**src/rtl/cpu_clk_gen_if.sv**
```systemverilog
// Control and status bundle between the CPU clock generator and its host.
// The host drives mode, divisors and the step button; the generator drives clocks and counters.
interface cpu_clk_gen_if #(
    parameter int CNT_W = 32,
    parameter int DIV_W = 8,
    parameter int CYC_W = 32
);
    logic [1:0]       mode;
    logic [DIV_W-1:0] div_fast;
    logic [DIV_W-1:0] div_slow;
    logic             step;
    logic [CNT_W-1:0] clkdiv;
    logic             clk_cpu;
    logic             cpu_ce;
    logic [CYC_W-1:0] cyc_cnt;
    logic             stopped;

    modport master (
        output mode, div_fast, div_slow, step,
        input  clkdiv, clk_cpu, cpu_ce, cyc_cnt, stopped
    );

    modport slave (
        input  mode, div_fast, div_slow, step,
        output clkdiv, clk_cpu, cpu_ce, cyc_cnt, stopped
    );
endinterface

```
**src/rtl/cpu_clk_gen.sv**
```systemverilog
// CPU clock generator: free-running divide counter plus a run/stop/single-step
// FSM producing a registered, glitch-free CPU clock with a rising-edge enable.
module cpu_clk_gen #(
    parameter int CNT_W = 32,
    parameter int DIV_W = 8,
    parameter int CYC_W = 32
) (
    input  logic          clk,
    input  logic          rst,
    cpu_clk_gen_if.slave  bus
);

    typedef enum logic [2:0] {
        STOP    = 3'd0,
        RUN_HI  = 3'd1,
        RUN_LO  = 3'd2,
        STEP_HI = 3'd3,
        STEP_LO = 3'd4
    } state_t;

    state_t           state_q;
    state_t           state_nxt;
    logic [DIV_W-1:0] ph_cnt_q;
    logic [DIV_W-1:0] act_div_q;
    logic [DIV_W-1:0] div_sel;
    logic             step_q;
    logic             step_rise;
    logic             run_mode;
    logic             step_mode;
    logic             phase_end;
    logic             phase_start;
    logic             hi_nxt;
    logic             rise_nxt;

    logic [CNT_W-1:0] clkdiv_q;
    logic             clk_cpu_q;
    logic             cpu_ce_q;
    logic [CYC_W-1:0] cyc_cnt_q;
    logic             stopped_q;

    assign step_rise = bus.step & ~step_q;
    assign run_mode  = ~bus.mode[1];
    assign step_mode = (bus.mode == 2'b11);
    assign phase_end = (ph_cnt_q == act_div_q);
    assign div_sel   = (bus.mode == 2'b00) ? bus.div_fast : bus.div_slow;

    always_comb begin
        state_nxt = state_q;
        case (state_q)
            STOP: begin
                if (run_mode)
                    state_nxt = RUN_HI;
                else if (step_mode && step_rise)
                    state_nxt = STEP_HI;
            end
            RUN_HI:  if (phase_end) state_nxt = RUN_LO;
            RUN_LO:  if (phase_end) state_nxt = run_mode ? RUN_HI : STOP;
            STEP_HI: if (phase_end) state_nxt = STEP_LO;
            STEP_LO: if (phase_end) state_nxt = STOP;
            default: state_nxt = STOP;
        endcase
    end

    // Every non-STOP state is exactly one phase, so any move into one starts a phase.
    always_comb begin
        phase_start = (state_nxt != state_q) && (state_nxt != STOP);
        hi_nxt      = (state_nxt == RUN_HI) || (state_nxt == STEP_HI);
        rise_nxt    = phase_start && hi_nxt;
    end

    always_ff @(posedge clk) begin
        if (rst) begin
            state_q   <= STOP;
            ph_cnt_q  <= '0;
            step_q    <= 1'b0;
            clkdiv_q  <= '0;
            clk_cpu_q <= 1'b0;
            cpu_ce_q  <= 1'b0;
            cyc_cnt_q <= '0;
            stopped_q <= 1'b1;
        end else begin
            state_q  <= state_nxt;
            step_q   <= bus.step;
            clkdiv_q <= clkdiv_q + CNT_W'(1);
            if (phase_start || state_nxt == STOP)
                ph_cnt_q <= '0;
            else
                ph_cnt_q <= ph_cnt_q + DIV_W'(1);
            clk_cpu_q <= hi_nxt;
            cpu_ce_q  <= rise_nxt;
            if (rise_nxt)
                cyc_cnt_q <= cyc_cnt_q + CYC_W'(1);
            stopped_q <= (state_nxt == STOP);
        end
    end

    // Divisor is sampled only at phase start so mid-phase edits wait for the next phase.
    always_ff @(posedge clk) begin
        if (!rst && phase_start)
            act_div_q <= div_sel;
    end

    assign bus.clkdiv  = clkdiv_q;
    assign bus.clk_cpu = clk_cpu_q;
    assign bus.cpu_ce  = cpu_ce_q;
    assign bus.cyc_cnt = cyc_cnt_q;
    assign bus.stopped = stopped_q;

endmodule
```
**src/flat_wrapper.sv**
```systemverilog
// flat-port wrapper written by rule: the top's interface ports become plain ports
module cpu_clk_gen_flat 
#(
    parameter int CNT_W = 32,
    parameter int DIV_W = 8,
    parameter int CYC_W = 32
)
  (clk, rst, bus_mode, bus_div_fast, bus_div_slow, bus_step, bus_clkdiv, bus_clk_cpu, bus_cpu_ce, bus_cyc_cnt, bus_stopped);
  cpu_clk_gen_if #(.CNT_W(CNT_W), .DIV_W(DIV_W), .CYC_W(CYC_W)) bus_i ();
  input  logic clk;
  input  logic rst;
  input wire logic [$bits(bus_i.mode)-1:0] bus_mode;
  input wire logic [$bits(bus_i.div_fast)-1:0] bus_div_fast;
  input wire logic [$bits(bus_i.div_slow)-1:0] bus_div_slow;
  input wire logic [$bits(bus_i.step)-1:0] bus_step;
  output wire logic [$bits(bus_i.clkdiv)-1:0] bus_clkdiv;
  output wire logic [$bits(bus_i.clk_cpu)-1:0] bus_clk_cpu;
  output wire logic [$bits(bus_i.cpu_ce)-1:0] bus_cpu_ce;
  output wire logic [$bits(bus_i.cyc_cnt)-1:0] bus_cyc_cnt;
  output wire logic [$bits(bus_i.stopped)-1:0] bus_stopped;
  assign bus_i.mode = bus_mode;
  assign bus_i.div_fast = bus_div_fast;
  assign bus_i.div_slow = bus_div_slow;
  assign bus_i.step = bus_step;
  assign bus_clkdiv = bus_i.clkdiv;
  assign bus_clk_cpu = bus_i.clk_cpu;
  assign bus_cpu_ce = bus_i.cpu_ce;
  assign bus_cyc_cnt = bus_i.cyc_cnt;
  assign bus_stopped = bus_i.stopped;
  cpu_clk_gen #(.CNT_W(CNT_W), .DIV_W(DIV_W), .CYC_W(CYC_W)) u_core (.clk(clk), .rst(rst), .bus(bus_i));
endmodule
```
**config.mk**
```make
export PLATFORM = sky130hd
export DESIGN_NAME = cpu_clk_gen_flat
export DESIGN_NICKNAME = d
export VERILOG_FILES = /design/src/rtl/cpu_clk_gen_if.sv /design/src/rtl/cpu_clk_gen.sv /design/src/flat_wrapper.sv
export SDC_FILE = /design/constraint.sdc
export NUM_CORES = 1
export LEC_CHECK = 0
export ABC_AREA = 1
export BUFFER_PORTS_ARGS = -buffer_cell sky130_fd_sc_hd__buf_2
export CORE_MARGIN = 2
export CORE_UTILIZATION = 45
export DETAILED_ROUTE_END_ITERATION = 6
export PLACE_DENSITY = 0.75
export SLEW_MARGIN = 10
export SYNTH_ARGS = -nofsm -noshare
export SYNTH_HDL_FRONTEND = slang
export SYNTH_SLANG_ARGS = --single-unit
```
**constraint.sdc**
```tcl
create_clock -name clk -period 3.7 [get_ports clk]
set_input_delay 0 -clock clk [delete_from_list [all_inputs] [get_ports clk]]
set_output_delay 0 -clock clk [all_outputs]
set_load 0.02 [all_outputs]
```
==> out/results.ini <==
[global_routing]
grt_pass1_wl_um=18130
grt_antenna_before_repair=0
maximum_number_of_pins_on_one_net_before_global_route_repair=43
grt_pass1_vias=4073
track_usage=0.2123
gr-total-overflow=0

[synthesis]
sequential_to_total_area_share_from_yosys_stat=0.4115
ys_async_sr_fraction=0
number_of_synthesis_warnings=0
syn-num-nets=624
synthFlopType=dfxtp_1
synthesis.area_um2=4427
synth_enable_flop_cells=8
synth.ff_latch_count=87
synth.distinct_cells=45
postSynthCellCount=600
post_synth.cell_area_avg_um2=7.378

[worst_setup_path]
critical_path_fanouts_max=27
critPathCapture=u_core.act_div_q[1]
rr_worst_depth=9
rr_endpoint=u_core.act_div_q[1]
worst-r2r-setup-slack_ns=1.03
worstPathArrival_ns=2.66
critical_setup_path_kind=reg2reg
cp_data_required_time_ns=3.69
nature_of_the_critical_path_startpoint=flop
worstReg2RegStart=u_core.act_div_q[3]
cp-end-kind=flop
cp-startpoint=u_core.act_div_q[3]

[flow_run]
timing.max_cap.violations=0

[timing]
timing.final.setup_violations=0
slew_viol_final=0
period_share=0.7205
max_slew_margin=0.3364
finClkSkew_ns=0.009265
max_slew.worst_pin.slew_ns=0.9944
grt_setup_unrepaired=no
fin_tns_setup_ns=0
max_freq_ghz=0.3751
finalWorstPathRequiredPeriod_ns=2.666
report.final.hold_viol_count=0

[pwr]
max-vdd-ir-drop_mv=0.1911
leakage_nw=2.235
p_per_area_nw_per_um2=390.2
finalPower_mw=2.122

[detailed_routing]
wl_per_cell_um=12.80
via_count=4317
postRouteWirelength_um=10790
post_drt_via_cell_ratio=5.121
first_iter_violations=181
remaining_drc_errors=0
drt_pass1_iterations=5
ant_nets=0

[floorplan]
initial_core_util=0.4592
die_span_in_y_um=103.2
placementRows=36
die-area_um2=10650
io-pin-count=88
design.core.area_um2=9639
die_width_um=103.2

[cells_and_area]
area_growth_pct=22.81
fin_nets=729
sequential_cell_area_um2=1822
multiInputGateArea_um2=2270
nFillCells=912
antenna-diode-count=0
drive_above_1_share=0.2085

[run_status]
run_status=complete, no violations

[hold_path]
min-delay-path-class=in2reg

[cts]
clk_path_buf_depth=2
ctsResizeCount=0
cts_setup_buffers=0
clkTransAtPathRegs_ns=0.08
tritoncts.num_buffers=9
cts_hold_repair.buffers=17
cts_tree=done
h-tree-depth=3
cts_root_buffer=clkbuf_8
insertion_delay_ns=0.36
clock_sink_count=87

[place]
place_congestion=0.8944
io_buffer_count=87
hpwlAfterDp_um=7683

[routing by layer]
layer  track usage  vias up  wire (µm)
met5             0        -          0
met4       0.08502        0        181
met3       0.04234       19        575
met2        0.3611      109       5240
met1        0.2646     1992       4792
li1              -     2197          -
[layout by cell type, fill, tap and decap left out, types with 5 or more instances in the layout]
master | Yosys | layout
a21oi_1 | 40 | 40
buf_2 | 1 | 87
clkbuf_8 | 0 | 10
dfxtp_1 | 79 | 79
dlygate4sd3_1 | 0 | 17
edfxtp_1 | 8 | 8
inv_1 | 68 | 68
inv_2 | 6 | 6
mux2_2 | 8 | 8
nand2_1 | 112 | 112
nand3_1 | 32 | 32
nand4_1 | 20 | 20
nor2_1 | 78 | 78
nor2_2 | 6 | 6
nor3_1 | 36 | 36
nor4_1 | 5 | 5
o21ai_0 | 19 | 19
o21ai_1 | 5 | 5
xnor2_1 | 11 | 11
xor2_1 | 9 | 9
[cell type report]
class                      instances  area share
clock inverter                     5     0.02301
inverter                          74     0.05109
sequential                        87      0.3351
multi-input combinational        428      0.4175
timing repair buffer             105      0.1128
tap                              133     0.03061
clock buffer                      11     0.02992
[state kept, by name, summed over array words and instances, names as in the netlist]
register and flops:
u_core.ph_cnt_q 8, u_core.bus.cyc_cnt 32, u_core.act_div_q 8, u_core.bus.clkdiv 32
u_core.bus.clk_cpu 1, u_core.state_q 3, u_core.step_q 1, u_core.bus.cpu_ce 1
u_core.bus.stopped 1
[cell usage after synthesis, types with 2 or more instances]
master    instances  area share
nand3_1          32       0.036
nand2_2           4      0.0057
nor3b_1           2      0.0034
nand4_1          20       0.028
dfxtp_1          79        0.36
nand2_4           2      0.0051
nand2_1         112       0.095
nor4_1            5      0.0071
nor3_4            2      0.0073
mux2_2            8       0.020
a21oi_1          40       0.045
nor3_2            2      0.0045
nor3_1           36       0.041
clkbuf_1          6      0.0051
buf_1             2      0.0017
or2_2             2      0.0028
nor3b_2           4       0.011
nor2_4            2      0.0051
nand3b_1          3      0.0051
edfxtp_1          8       0.054
nand3_2           3      0.0068
nor2_1           78       0.066
buf_6             2      0.0051
xor2_1            9       0.018
inv_1            68       0.058
ha_1              3      0.0085
o21ai_1           5      0.0057
inv_2             6      0.0051
o21ai_0          19       0.021
a211oi_1          2      0.0034
or2_0             2      0.0028
xnor2_1          11       0.022
o21a_1            4      0.0068
nor2_2            6      0.0085
[worst min-delay path by stage]
| stage | cells after the start | to | startpoint | slack [ns] |
|---|---|---|---|---|
| 2_1_floorplan | 2 | u_core.step_q | bus_step | 0.12 |
| 3_3_place_gp | 3 | u_core.step_q | bus_step | 0.22 |
| 3_5_place_dp | 3 | u_core.step_q | bus_step | 0.23 |
| 4_1_cts | 5 | u_core.state_q[1] | bus_mode[0] | 0.16 |
| 5_1_grt | 3 | u_core.bus.cpu_ce | rst | 0.22 |
| 6_report | 5 | u_core.state_q[1] | bus_mode[0] | 0.18 |
[power by group]
part	leakage, nW	switching (mW)	total [mW]	internal, mW
Sequential	0.714	0.0217	1.00	0.981
Clock	0.145	0.348	0.923	0.575
Combinational	1.38	0.122	0.196	0.0732
Total	2.23	0.492	2.12	1.63
[critical path, stage by stage, from the launching register on]
cell	delay, ns
edfxtp_1	0.43
xnor2_1	0.20
nand2_1	0.11
nor2_2	0.16
nand3_1	0.13
nand2_4	0.26
inv_2	0.19
nand2_1	0.14
o21bai_4	0.12
nor2b_1	0.56
[stage by stage]
step | instances | area (µm²) | util | worst slack, ns | hold WS, ns
after detailed placement | 810 | 4979 | 0.5165 | 1.106 | 0.2322
after global routing | 843 | 5436 | 0.5640 | 0.7834 | 0.2206
after global placement | 810 | 4979 | 0.5165 | 1.203 | 0.2193
after CTS | 843 | 5436 | 0.5640 | 1.096 | 0.1615
after floorplan | 600 | 4427 | - | 1.665 | 0.1249
final | 843 | 5436 | 0.5640 | 1.034 | 0.1798
[kinds of logic (layout without fill, tap and decap cells)]
family,Yosys count,after routing,share of synthesized area
AOI/OAI and AO/OA,73,73,0.08988
xor gates and xnor gates,20,20,0.03957
adders and majority gates,3,3,0.008480
buffers and inverters,85,195,0.07575
DFF,87,87,0.4115
muxes,8,8,0.02035
and+or+nand+nor,324,324,0.3544
No activity file was read; power rests on OpenSTA's default activity.
